`src/rtl/pwl_coef_table.sv`:
```
// Runtime-loadable piecewise-linear {y0, slope} coefficient table with a 2-stage lookup pipeline.
// Optional macro PWL_DEFAULT_EXP2_EN: init loads bank 0 with the 8-segment 2^x table instead of zeros.
module pwl_coef_table #(
  parameter int unsigned DW       = 16,
  parameter int unsigned SEG_W    = 3,
  parameter int unsigned NUM_FUNC = 2,
  parameter int unsigned LANES    = 1,
  localparam int unsigned FW      = (NUM_FUNC > 1) ? $clog2(NUM_FUNC) : 1
) (
  input  logic                   clk,
  input  logic                   rstn,
  input  logic                   clr_i,
  input  logic                   valid_i,
  input  logic [FW-1:0]          func_i,
  input  logic [LANES*SEG_W-1:0] seg_i,
  output logic [LANES*DW-1:0]    y0_o,
  output logic [LANES*DW-1:0]    slope_o,
  output logic                   valid_o,
  output logic                   ready_o,
  input  logic                   wr_en_i,
  input  logic [FW-1:0]          wr_func_i,
  input  logic [SEG_W-1:0]       wr_seg_i,
  input  logic [DW-1:0]          wr_y0_i,
  input  logic [DW-1:0]          wr_slope_i
);

  localparam int unsigned ENT     = 2**SEG_W;
  localparam int unsigned ENTRIES = NUM_FUNC * ENT;
  localparam int unsigned CNT_W   = $clog2(ENTRIES);
  localparam int unsigned FN      = 2**FW;
  // One bit per encodable bank select; set only for banks that exist.
  localparam logic [FN-1:0] FUNC_OK = FN'((64'd1 << NUM_FUNC) - 64'd1);

  typedef enum logic {S_INIT, S_RUN} state_e;

  state_e                 state_q, state_d;
  logic [CNT_W-1:0]       cnt_q, cnt_d;
  logic                   ready_q, ready_d;
  logic                   go_init;

  logic [DW-1:0]          y0_tbl_q    [NUM_FUNC][ENT];
  logic [DW-1:0]          y0_tbl_d    [NUM_FUNC][ENT];
  logic [DW-1:0]          slope_tbl_q [NUM_FUNC][ENT];
  logic [DW-1:0]          slope_tbl_d [NUM_FUNC][ENT];

  logic                   s1_valid_q, s1_valid_d;
  logic [FW-1:0]          s1_func_q, s1_func_d;
  logic [LANES*SEG_W-1:0] s1_seg_q, s1_seg_d;
  logic                   valid_q, valid_d;
  logic [LANES*DW-1:0]    y0_q, y0_d, slope_q, slope_d;

  logic [FW-1:0]          init_bank;
  logic [SEG_W-1:0]       init_seg;
  logic [DW-1:0]          init_y0, init_slope;
  logic [SEG_W-1:0]       lane_seg;

  assign init_bank = FW'(cnt_q >> SEG_W);
  assign init_seg  = cnt_q[SEG_W-1:0];

  // Init/run sequencing; go_init marks the edge that flushes the pipeline.
  always_comb begin
    state_d = state_q;
    cnt_d   = cnt_q;
    ready_d = ready_q;
    go_init = 1'b0;
    case (state_q)
      S_INIT: begin
        if (cnt_q == CNT_W'(ENTRIES - 1)) begin
          state_d = S_RUN;
          ready_d = 1'b1;
          cnt_d   = '0;
        end else begin
          cnt_d = cnt_q + CNT_W'(1);
        end
      end
      S_RUN: begin
        if (clr_i) begin
          state_d = S_INIT;
          cnt_d   = '0;
          ready_d = 1'b0;
          go_init = 1'b1;
        end
      end
      default: begin
        state_d = S_INIT;
        cnt_d   = '0;
        ready_d = 1'b0;
      end
    endcase
  end

  // Table update: init sweep has priority; runtime writes only to existing banks.
  always_comb begin
    y0_tbl_d    = y0_tbl_q;
    slope_tbl_d = slope_tbl_q;
    init_y0     = '0;
    init_slope  = '0;
`ifdef PWL_DEFAULT_EXP2_EN
    if (init_bank == FW'(0)) begin
      case (init_seg[SEG_W-1 -: 3])
        3'd0:    begin init_y0 = DW'(16'h3C00); init_slope = DW'(16'h39CB); end
        3'd1:    begin init_y0 = DW'(16'h3C5D); init_slope = DW'(16'h3A51); end
        3'd2:    begin init_y0 = DW'(16'h3CC2); init_slope = DW'(16'h3AE3); end
        3'd3:    begin init_y0 = DW'(16'h3D30); init_slope = DW'(16'h3B83); end
        3'd4:    begin init_y0 = DW'(16'h3DA8); init_slope = DW'(16'h3C19); end
        3'd5:    begin init_y0 = DW'(16'h3E2B); init_slope = DW'(16'h3C77); end
        3'd6:    begin init_y0 = DW'(16'h3EBA); init_slope = DW'(16'h3CDF); end
        default: begin init_y0 = DW'(16'h3F56); init_slope = DW'(16'h3D50); end
      endcase
    end
`endif
    if (state_q == S_INIT) begin
      y0_tbl_d[init_bank][init_seg]    = init_y0;
      slope_tbl_d[init_bank][init_seg] = init_slope;
    end else if (wr_en_i && ready_q && FUNC_OK[wr_func_i]) begin
      y0_tbl_d[wr_func_i][wr_seg_i]    = wr_y0_i;
      slope_tbl_d[wr_func_i][wr_seg_i] = wr_slope_i;
    end
  end

  // Lookup pipeline: stage 1 captures the request, stage 2 reads the pre-write table.
  always_comb begin
    s1_valid_d = valid_i & ready_q & ~go_init;
    s1_func_d  = func_i;
    s1_seg_d   = seg_i;
    valid_d    = s1_valid_q & ~go_init;
    y0_d       = y0_q;
    slope_d    = slope_q;
    lane_seg   = '0;
    if (valid_d) begin
      for (int l = 0; l < int'(LANES); l++) begin
        lane_seg = s1_seg_q[l*SEG_W +: SEG_W];
        if (FUNC_OK[s1_func_q]) begin
          y0_d[l*DW +: DW]    = y0_tbl_q[s1_func_q][lane_seg];
          slope_d[l*DW +: DW] = slope_tbl_q[s1_func_q][lane_seg];
        end else begin
          y0_d[l*DW +: DW]    = '0;
          slope_d[l*DW +: DW] = '0;
        end
      end
    end
  end

  always_ff @(posedge clk or negedge rstn) begin
    if (!rstn) begin
      state_q    <= S_INIT;
      cnt_q      <= '0;
      ready_q    <= 1'b0;
      s1_valid_q <= 1'b0;
      s1_func_q  <= '0;
      s1_seg_q   <= '0;
      valid_q    <= 1'b0;
      y0_q       <= '0;
      slope_q    <= '0;
      for (int f = 0; f < int'(NUM_FUNC); f++) begin
        for (int s = 0; s < int'(ENT); s++) begin
          y0_tbl_q[f][s]    <= '0;
          slope_tbl_q[f][s] <= '0;
        end
      end
    end else begin
      state_q     <= state_d;
      cnt_q       <= cnt_d;
      ready_q     <= ready_d;
      s1_valid_q  <= s1_valid_d;
      s1_func_q   <= s1_func_d;
      s1_seg_q    <= s1_seg_d;
      valid_q     <= valid_d;
      y0_q        <= y0_d;
      slope_q     <= slope_d;
      y0_tbl_q    <= y0_tbl_d;
      slope_tbl_q <= slope_tbl_d;
    end
  end

  assign y0_o    = y0_q;
  assign slope_o = slope_q;
  assign valid_o = valid_q;
  assign ready_o = ready_q;

endmodule

```
`config.mk`:
```
export PLATFORM = sky130hd
export DESIGN_NAME = pwl_coef_table
export DESIGN_NICKNAME = d
export VERILOG_FILES = /design/src/rtl/pwl_coef_table.sv
export SDC_FILE = /design/constraint.sdc
export NUM_CORES = 1
export LEC_CHECK = 0
export CAP_MARGIN = 20
export CORE_MARGIN = 2
export CORE_UTILIZATION = 40
export DETAILED_ROUTE_END_ITERATION = 10
export PLACE_DENSITY = 0.54
export SYNTH_ARGS = -nofsm -noshare
export SYNTH_HDL_FRONTEND = slang
export SYNTH_SLANG_ARGS = --single-unit
```
`constraint.sdc`:
```
create_clock -name clk -period 3.5 [get_ports clk]
set_clock_uncertainty 0.1 [all_clocks]
set_input_delay 0.525 -clock clk [delete_from_list [all_inputs] [get_ports clk]]
set_output_delay 0.525 -clock clk [all_outputs]
set_load 0.02 [all_outputs]
```
* Word-level counts from Yosys, hierarchy flattened
Cells that the tools add are included.
Operators by class: add/sub/neg operators 1, $lt $le $gt $ge 12, eq/ne operators 4, muxes and demuxes 41, bitwise logic cells 14, reduce and logical (&&, ||, !) cells 7
Operator list (number):
- 128-bit 2-to-1 mux | 8
- 256-bit 2-to-1 mux | 4
- 256-bit AND | 2
- 256-bit bitwise mux | 2
- 128-bit demux with 1-bit select | 2
- 256-bit inverter | 1
- 16-bit 2-to-1 mux | 8
- 16-bit binary-select mux with 3-bit select | 2
- 16-bit demux with 3-bit select | 2
- 4-bit >= comparator, second input constant | 3
- 3-bit inverter with 4-bit output | 3
- 4-bit by 1-bit less-than comparator with 1-bit output, second input constant | 2
- 1-bit 2-to-1 mux | 8
- 4-bit 2-to-1 mux | 2
- 4-bit one-hot mux with 2 select lines | 1
- 2-bit >= comparator, second input constant | 3
- 1-bit logical AND | 6
- 1-bit inverter with 2-bit output | 3
- 4-bit by 1-bit adder with 4-bit output, second input constant | 1
- 4-bit equality test, second input constant | 1
- 1-bit by 2-bit less-than comparator with 1-bit output, second input constant | 2
- 2-bit by 1-bit less-than comparator with 1-bit output, second input constant | 2
- 2-bit != test, second input constant | 2
- 1-bit one-hot mux with 2 select lines | 2
- other kinds (4) | 7
Word-level totals: flip-flop bits (word level) 556, input bits 45, output and inout port bits 34, logic and storage cells 120

* Logic depth before layout (Yosys ltp)
Gate-level depths: netlist (run 1).
word-level depth 10, mapped depth 8, mapped depth without buffers 5

* Least setup slack after synthesis (run 1)
OpenSTA, ideal clock, no wires.
path kind in2reg, start point input port wr_func_i, end point register slope_tbl_q[100] in the netlist's numbering, library setup time 121 ps, arrival 1790 ps, required time 3279 ps, setup slack 1489 ps, stages 6, path buffers 2, cell sequence buf_4 inv_2 nor4_4 a21oi_2 buf_2 a22o_1
Between the ends: word-level cells in the longest chain between the ends 8, elaborated cells between the ends (all ways) 9, classes of those cells 2 x order compare; 5 x mux; 1 x bitwise; 1 x reduce/logical
Ends and longest elaborated chain:
- from (decl) | RTL line 21 | input logic [FW-1:0] wr_func_i,
- 1-bit inverter with 2-bit output (implied by the code) * | RTL line 117 | slope_tbl_d[wr_func_i][wr_seg_i] = wr_slope_i;
- 2-bit >= comparator (implied by the code) or 2-bit by 1-bit less-than comparator with 1-bit output (tied branches) | RTL line 117
- 1-bit logical AND (implied by the code) | RTL line 117
- 128-bit 2-to-1 mux (implied by the code) | RTL line 117
- 128-bit demux with 1-bit select * | RTL line 117
- 256-bit bitwise mux * | RTL line 117
- 256-bit 2-to-1 mux * | RTL line 115 | end else if (wr_en_i && ready_q && FUNC_OK[wr_func_i]) begin
- 256-bit 2-to-1 mux * | RTL line 112 | if (state_q == S_INIT) begin
- to (signal assigned) | RTL line 172 | slope_tbl_q <= slope_tbl_d;
- to (decl) | RTL line 43 | logic [DW-1:0] slope_tbl_q [NUM_FUNC][ENT];
Every way passes the cells marked *; elsewhere a longest branch is shown, timed or not. The select of a mux whose other input is x is not followed. A chain may end at the register's enable or synchronous reset.

* Final worst setup path (run 1)
start point register state_q, end point register slope_tbl_q[197] in the netlist's numbering
Between the ends: word-level cells in the longest chain between the ends 1, elaborated cells between the ends (all ways) 2, classes of those cells 1 x eq/ne; 1 x mux
Ends and longest elaborated chain:
- from (decl) | RTL line 36 | state_e state_q, state_d;
- from (signal assigned) | RTL line 162 | state_q <= state_d;
- 2-bit by 1-bit != test with 1-bit output (no line) or 256-bit 2-to-1 mux (tied branches)
Parallel ways exist; a longest one is shown, timed or not.

==> impl_metrics.env, run 1 <==
export IMPL_min_period_ns=2.804
export IMPL_cts_tree="built"
export IMPL_first_pass_iters=5
export IMPL_setup_violations=0
export IMPL_synth_edf_count=0
export IMPL_worstRegToRegCells=5
export IMPL_clock_path_buffers=3
export IMPL_ios=79
export IMPL_powerDensity_nw_per_um2=666.5
export IMPL_critical_path_cell_chain="inv_1, and3_1, a21oi_4, buf_4, a22o_1"
export IMPL_die_w_um=250.9
export IMPL_cp_end_kind="flip-flop"
export IMPL_root_buffer="clkbuf_16"
export IMPL_syn_num_nets=1738
export IMPL_areaGrowthSynthToFinish_pct=14.43
export IMPL_cp_data_required_time_ns=3.95
export IMPL_postCtsSetupBuffers=0
export IMPL_drc_errors=0
export IMPL_gp_congestion=0.7762
export IMPL_dp_hpwl_um=42180
export IMPL_yosysUniqueCellTypes=45
export IMPL_peakVddDrop_mv=0.3683
export IMPL_clk_latency_ns=0.62
export IMPL_fin_crit_sh_pct=80.12
export IMPL_synth_flop_cell="dfrtp_1"
export IMPL_die_h_um=250.9
export IMPL_finalHoldViolations=0
export IMPL_p_leak_uw=0.01297
export IMPL_synth_seq_cells=556
export IMPL_cts_buffers=59
export IMPL_critPathBufInv=2
export IMPL_crit_path_top_delay_cell="dfrtp_1"
export IMPL_fin_tns_setup_ns=0
export IMPL_routed_via_density=6.459
export IMPL_fin_util_pct=46.23
export IMPL_grt_max_degree=82
export IMPL_max_clock_freq_mhz=356.6
export IMPL_async_flop_share_pct=100.0
export IMPL_htreeDepth=2
export IMPL_io_buffers=78
export IMPL_grt_pass1_wl_um=114700
export IMPL_ys_seq_area_share_pct=57.06
export IMPL_dieArea_um2=62950
export IMPL_fin_nets=1749
export IMPL_grt_pass1_vias=17030
export IMPL_outcome="complete, no violations"
export IMPL_num_rows=90
export IMPL_start_util_pct=40.40
export IMPL_slew_headroom_pct=41.47
export IMPL_critical_path_depth=5
export IMPL_dr_first_iter_drc_count=1462
export IMPL_detail_route_wl_per_cell_um=30.10
export IMPL_wirelength_um=76150
export IMPL_dr_total_vias=16340
export IMPL_crit_type="flip-flop to flip-flop"
export IMPL_layout_common_cells="553 x dfrtp_1, 512 x a22o_1, 95 x mux4_2, 77 x clkdlybuf4s50_1, 75 x buf_4"
export IMPL_cts_resized=0
export IMPL_hp_class="primary input to flip-flop"
export IMPL_cap_viol_max_count=0
export IMPL_synth_cell_area_um2=24380
export IMPL_antenna_found_initial=0
export IMPL_tightest_slew_ns=0.8747
export IMPL_gr_usage_all_layers_pct=24.36
export IMPL_max_stage_delay_ns=0.71
export IMPL_hold_buffers=1
export IMPL_synth_warnings=0
export IMPL_netlist_instances=1690
export IMPL_antenna_cells=0
export IMPL_critical_path_arrival_ns=3.25
export IMPL_fill_cells=5305
export IMPL_hold_depth=1
export IMPL_grt_overflow_total=0
export IMPL_syn_area_per_cell_um2=14.43
export IMPL_final_common_cell="dfrtp_1"
export IMPL_clkSlewWorstSetupHoldPaths_ns=0.06
export IMPL_crit_family="buffers and inverters"
export IMPL_ant_nets=0
export IMPL_core_um2=60360
export IMPL_cts_sinks=556
export IMPL_finalMaxSlewViolations=0
export IMPL_grt_setup_unrepaired="false"
export IMPL_drive_above_1_share_pct=20.25
export IMPL_crit_path_start_kind="flip-flop"
export IMPL_critPathMaxFanout=20
==> report_power, final <==
group | total, µW | internal [µW] | leakage, µW | switching (µW)
Combinational | 3970 | 1660 | 0.00429 | 2300
Clock | 6440 | 3830 | 0.000990 | 2600
Sequential | 8190 | 7450 | 0.00769 | 742
Total | 18600 | 12900 | 0.0130 | 5650
==> sequential cells by signal, summed over array words and instances, names as in the netlist <==
register     count
slope_o         16
s1_valid_q       1
cnt_q            4
valid_o          1
s1_seg_q         3
y0_o            16
state_q          1
y0_tbl_q       256
ready_o          1
slope_tbl_q    256
s1_func_q        1
==> Yosys cell counts, types with 6 or more instances <==
master      n  area, µm²
mux2_2     30      337.8
buf_1      33      123.9
mux4_2     95       2140
buf_4      22      165.2
nor3_4     12      195.2
mux2i_1    68      680.7
a21oi_2     6      52.55
o211ai_1   28      210.2
buf_6      18      202.7
dfrtp_1   556      13910
nand2_1    37      138.9
a22o_1    512       4484
a22oi_1    61      457.9
nor2_1      9      33.78
buf_2      92      460.4
a21oi_4     6      97.59
clkbuf_1   51      191.4
==> layer usage <==
metal | global-route usage (%) | vias to the layer above | wire, µm
li1 | - | 6657 | -
met4 | 6.752 | 0 | 1536
met5 | 0 | - | 0
met3 | 5.519 | 98 | 6025
met1 | 36.43 | 8878 | 34810
met2 | 35.67 | 709 | 33780
==> cell families (layout without fill, tap and decap cells) <==
logic type               Yosys count  after routing  synth area share (%)
XOR/XNOR                           1              1               0.03593
multiplexers                     193            193                 12.95
flip-flops                       556            556                 57.06
adder cells (fa/ha/maj)            3              3                0.1540
AO/OA/AOI/OAI                    631            631                 22.36
buffers and inverters            222            280                 4.782
AND/OR/NAND/NOR                   84             84                 2.658
==> path summary, 6_finish.rpt <==
kind,startpoint,end,slack (ns)
setup / recovery,state_q,slope_tbl_q[197],0.70
hold / removal,func_i,s1_func_q,0.25
setup reg to reg,state_q,slope_tbl_q[197],0.70
hold reg to reg,slope_tbl_q[39],slope_tbl_q[39],0.39
max in group asynchronous,rstn,y0_o[9],1.81
min in group asynchronous,rstn,slope_tbl_q[166],0.37
==> area by class of cell <==
type / count / area (µm²) / area share [%]
Clock inverter: 21 / 270.3 / 0.9686
Timing Repair Buffer: 166 / 1599 / 5.731
Clock buffer: 87 / 1722 / 6.170
Multi-Input combinational cell: 912 / 9387 / 33.64
Inverter: 6 / 22.52 / 0.08071
Sequential cell: 556 / 13920 / 49.90
Tap cell: 782 / 978.4 / 3.507
==> per-stage QoR <==
step	total power [µW]	hold WS, ns	setup WS [ns]	std cells	cell area (µm²)
after floorplan	10560	0.1294	1.489	1690	24380
after global placement	12140	0.3771	0.6965	2421	25900
after detailed placement	12210	0.3758	0.6499	2421	25900
after CTS	18720	0.2091	0.7405	2530	27900
after global routing	19370	0.2222	0.5472	2530	27900
final	18600	0.2479	0.6957	2530	27900
(Power assumes the default switching activity.)
==> inputs of run 2 (changes only) <==
- PLACE_DENSITY: 0.54 -> 0.56
- clock period: 3.5 -> 2.4 ns (I/O delays scaled with it)
==> run 2 against run 1 <==
  * Via count increased by 0.68%
  * Critical path depth decreased by 4
  * Non-clock buffer count increased by 53
  * Critical endpoint is now ready_o
  * Flip-flop and latch count unchanged
  * Critical path type is now flip-flop to output port
  * Clock-buffer cell count increased by 1
  * Worst hold slack got worse by 0.18 ns
  * Combinational power increased by 62%
  * Die area unchanged
==> impl_metrics.env, run 2 (same netlist as run 1, synthesis figures left out) <==
export IMPL_outcome="complete, no violations"
export IMPL_postCtsSetupBuffers=0
export IMPL_crit_path_start_kind="flip-flop"
export IMPL_areaGrowthSynthToFinish_pct=18.57
export IMPL_antenna_cells=0
export IMPL_crit_type="flip-flop to output port"
export IMPL_core_um2=60360
export IMPL_setup_violations=0
export IMPL_top_regs="slope_tbl_q x256, y0_tbl_q x256"
export IMPL_detail_route_wl_per_cell_um=29.01
export IMPL_switchingPower_uw=8373
export IMPL_final_seq_area_um2=13920
export IMPL_crit_path_top_delay_cell="clkdlybuf4s50_1"
export IMPL_ios=79
export IMPL_cp_end_kind="output port"
export IMPL_die_w_um=250.9
export IMPL_layout_common_cells="553 x dfrtp_1, 512 x a22o_1, 95 x mux4_2, 77 x clkdlybuf4s50_1, 74 x buf_4"
export IMPL_finalHoldViolations=0
export IMPL_wirelength_um=74930
export IMPL_dieArea_um2=62950
export IMPL_hp_class="primary input to flip-flop"
export IMPL_grt_max_degree=71
export IMPL_max_stage_delay_ns=0.66
export IMPL_fill_cells=5140
export IMPL_powerDensity_nw_per_um2=951.5
export IMPL_clkPwrFrac_pct=33.3
export IMPL_fin_nets=1803
export IMPL_gr_usage_all_layers_pct=23.88
export IMPL_cts_buffers=60
export IMPL_first_pass_iters=5
export IMPL_ant_nets=0
export IMPL_seq_power_share_pct=43.3
export IMPL_clock_path_buffers=3
export IMPL_slew_headroom_pct=26.47
export IMPL_routed_via_density=6.370
export IMPL_rrSetupSlack_ns=0.18
export IMPL_max_clock_freq_mhz=444.0
export IMPL_pwr_share_comb_pct=23.4
export IMPL_peakVddDrop_mv=0.6882
export IMPL_crit_family="buffers and inverters"
export IMPL_multi_input_area_um2=9387
export IMPL_clk_latency_ns=0.62
export IMPL_min_period_ns=2.252
export IMPL_root_buffer="clkbuf_16"
export IMPL_critPathMaxFanout=6
export IMPL_gp_congestion=0.7885
export IMPL_grt_pass1_wl_um=114500
export IMPL_cp_data_required_time_ns=1.94
export IMPL_cp_startpoint="ready_o"
export IMPL_cts_tree="built"
export IMPL_grt_pass1_vias=17270
export IMPL_start_util_pct=40.40
export IMPL_io_buffers=78
export IMPL_critical_path_arrival_ns=1.79
export IMPL_cts_sinks=556
export IMPL_critPathBufInv=1
export IMPL_p_int_uw=19130
export IMPL_critical_path_cell_chain="clkdlybuf4s50_1"
export IMPL_dr_total_vias=16450
export IMPL_dp_hpwl_um=45250
export IMPL_worstRegToRegCells=6
export IMPL_cap_viol_max_count=0
export IMPL_drive_above_1_share_pct=22.49
export IMPL_swShare_pct=30.44
export IMPL_num_rows=90
export IMPL_die_h_um=250.9
export IMPL_place_inst=2474
export IMPL_p_leak_uw=0.01346
export IMPL_fin_crit_sh_pct=93.85
export IMPL_grt_overflow_total=0
export IMPL_finalMaxSlewViolations=0
export IMPL_r2r_end="y0_o[11]"
export IMPL_clkSlewWorstSetupHoldPaths_ns=0.06
export IMPL_critical_path_depth=1
export IMPL_power_uw=27510
export IMPL_crit_path_end="ready_o"
export IMPL_dr_first_iter_drc_count=1501
export IMPL_final_cells=2583
export IMPL_final_common_cell="dfrtp_1"
export IMPL_htreeDepth=2
export IMPL_antenna_found_initial=1
export IMPL_grt_setup_unrepaired="false"
export IMPL_tightest_slew_ns=1.100
export IMPL_rr_startpoint="s1_seg_q[0]"
export IMPL_drc_errors=0
run 2: cell count changes in the layout (fill, tap and decap cells not counted), sizes merged:
| cell | before | now |
|---|---|---|
| clkbuf | 87 | 88 |
| inv | 9 | 7 |
| clkinvlp | 0 | 2 |
| buf | 88 | 141 |
| bufinv | 6 | 3 |
| clkinv | 12 | 14 |
run 2: timing repair:
item / CTS / global route
endpoints found under the hold margin: 140 / 0
resized for setup: 0 / 0
hold buffers: 1 / 0
run 2: power groups by stage:
stage / Sequential [µW] / Clock, µW / Combinational [µW]
after global placement: 11900 / 0 / 6310
after floorplan: 11800 / 0 / 3540
after detailed placement: 12000 / 0 / 6410
after CTS: 11900 / 9350 / 6430
after global routing: 12100 / 9730 / 6810
final: 11900 / 9170 / 6420
run 2: final cells by class:
type                            count  share of cell area [%]
Clock buffer                       88                   5.972
Tap cell                          782                   3.384
Timing Repair Buffer              219                   9.244
Multi-Input combinational cell    912                   32.47
Clock inverter                     20                  0.6881
Sequential cell                   556                   48.17
Inverter                            6                 0.07790
run 2: worst min-delay path by stage:
| stage | startpoint | end | depth (start not counted) |
|---|---|---|---|
| after global routing | func_i | s1_func_q | 1 |
| after global placement | rstn | slope_tbl_q[149] | 1 |
| final | seg_i[2] | s1_seg_q[2] | 1 |
| after CTS | seg_i[2] | s1_seg_q[2] | 1 |
| after floorplan | rstn | cnt_q[0] | 0 |
| after detailed placement | rstn | slope_tbl_q[135] | 1 |
run 2: per-layer routing:
layer,vias to the layer above,GRT usage [%],routed length (µm)
met5,-,0,0
met4,0,6.122,1628
met3,120,4.711,5136
met2,696,36.33,34070
met1,8858,35.21,34090
li1,6779,-,-
run 2: worst reg2reg max path, cell delays in order (launching register included):
cell     delay, ns
dfrtp_4       0.47
buf_12        0.21
buf_12        0.26
mux4_2        0.54
mux2_2        0.27
a22oi_1       0.16
nand2_1       0.07
run 2: metrics by stage:
| step | TNS, ns | worst slack, ns | cell area, µm² | utilization, % | hold slack, ns |
|---|---|---|---|---|---|
| 4_1_cts | 0 | 0.1130 | 28910 | 47.90 | 0.03583 |
| 3_5_place_dp | -7.765 | -0.09312 | 26970 | 44.69 | 0.2332 |
| 3_3_place_gp | -4.674 | -0.09780 | 26970 | 44.69 | 0.2328 |
| 2_1_floorplan | 0 | 0.4485 | 24380 | - | -0.03559 |
| 6_report | 0 | 0.1476 | 28910 | 47.90 | 0.07137 |
| 5_1_grt | 0 | 0.08940 | 28910 | 47.90 | 0.06933 |
==> inputs of run 3 (changes only) <==
- SKIP_LAST_GASP: not set -> 1
==> results of run 3 <==
Final layout, timing and power as in run 2 (identical DEF).
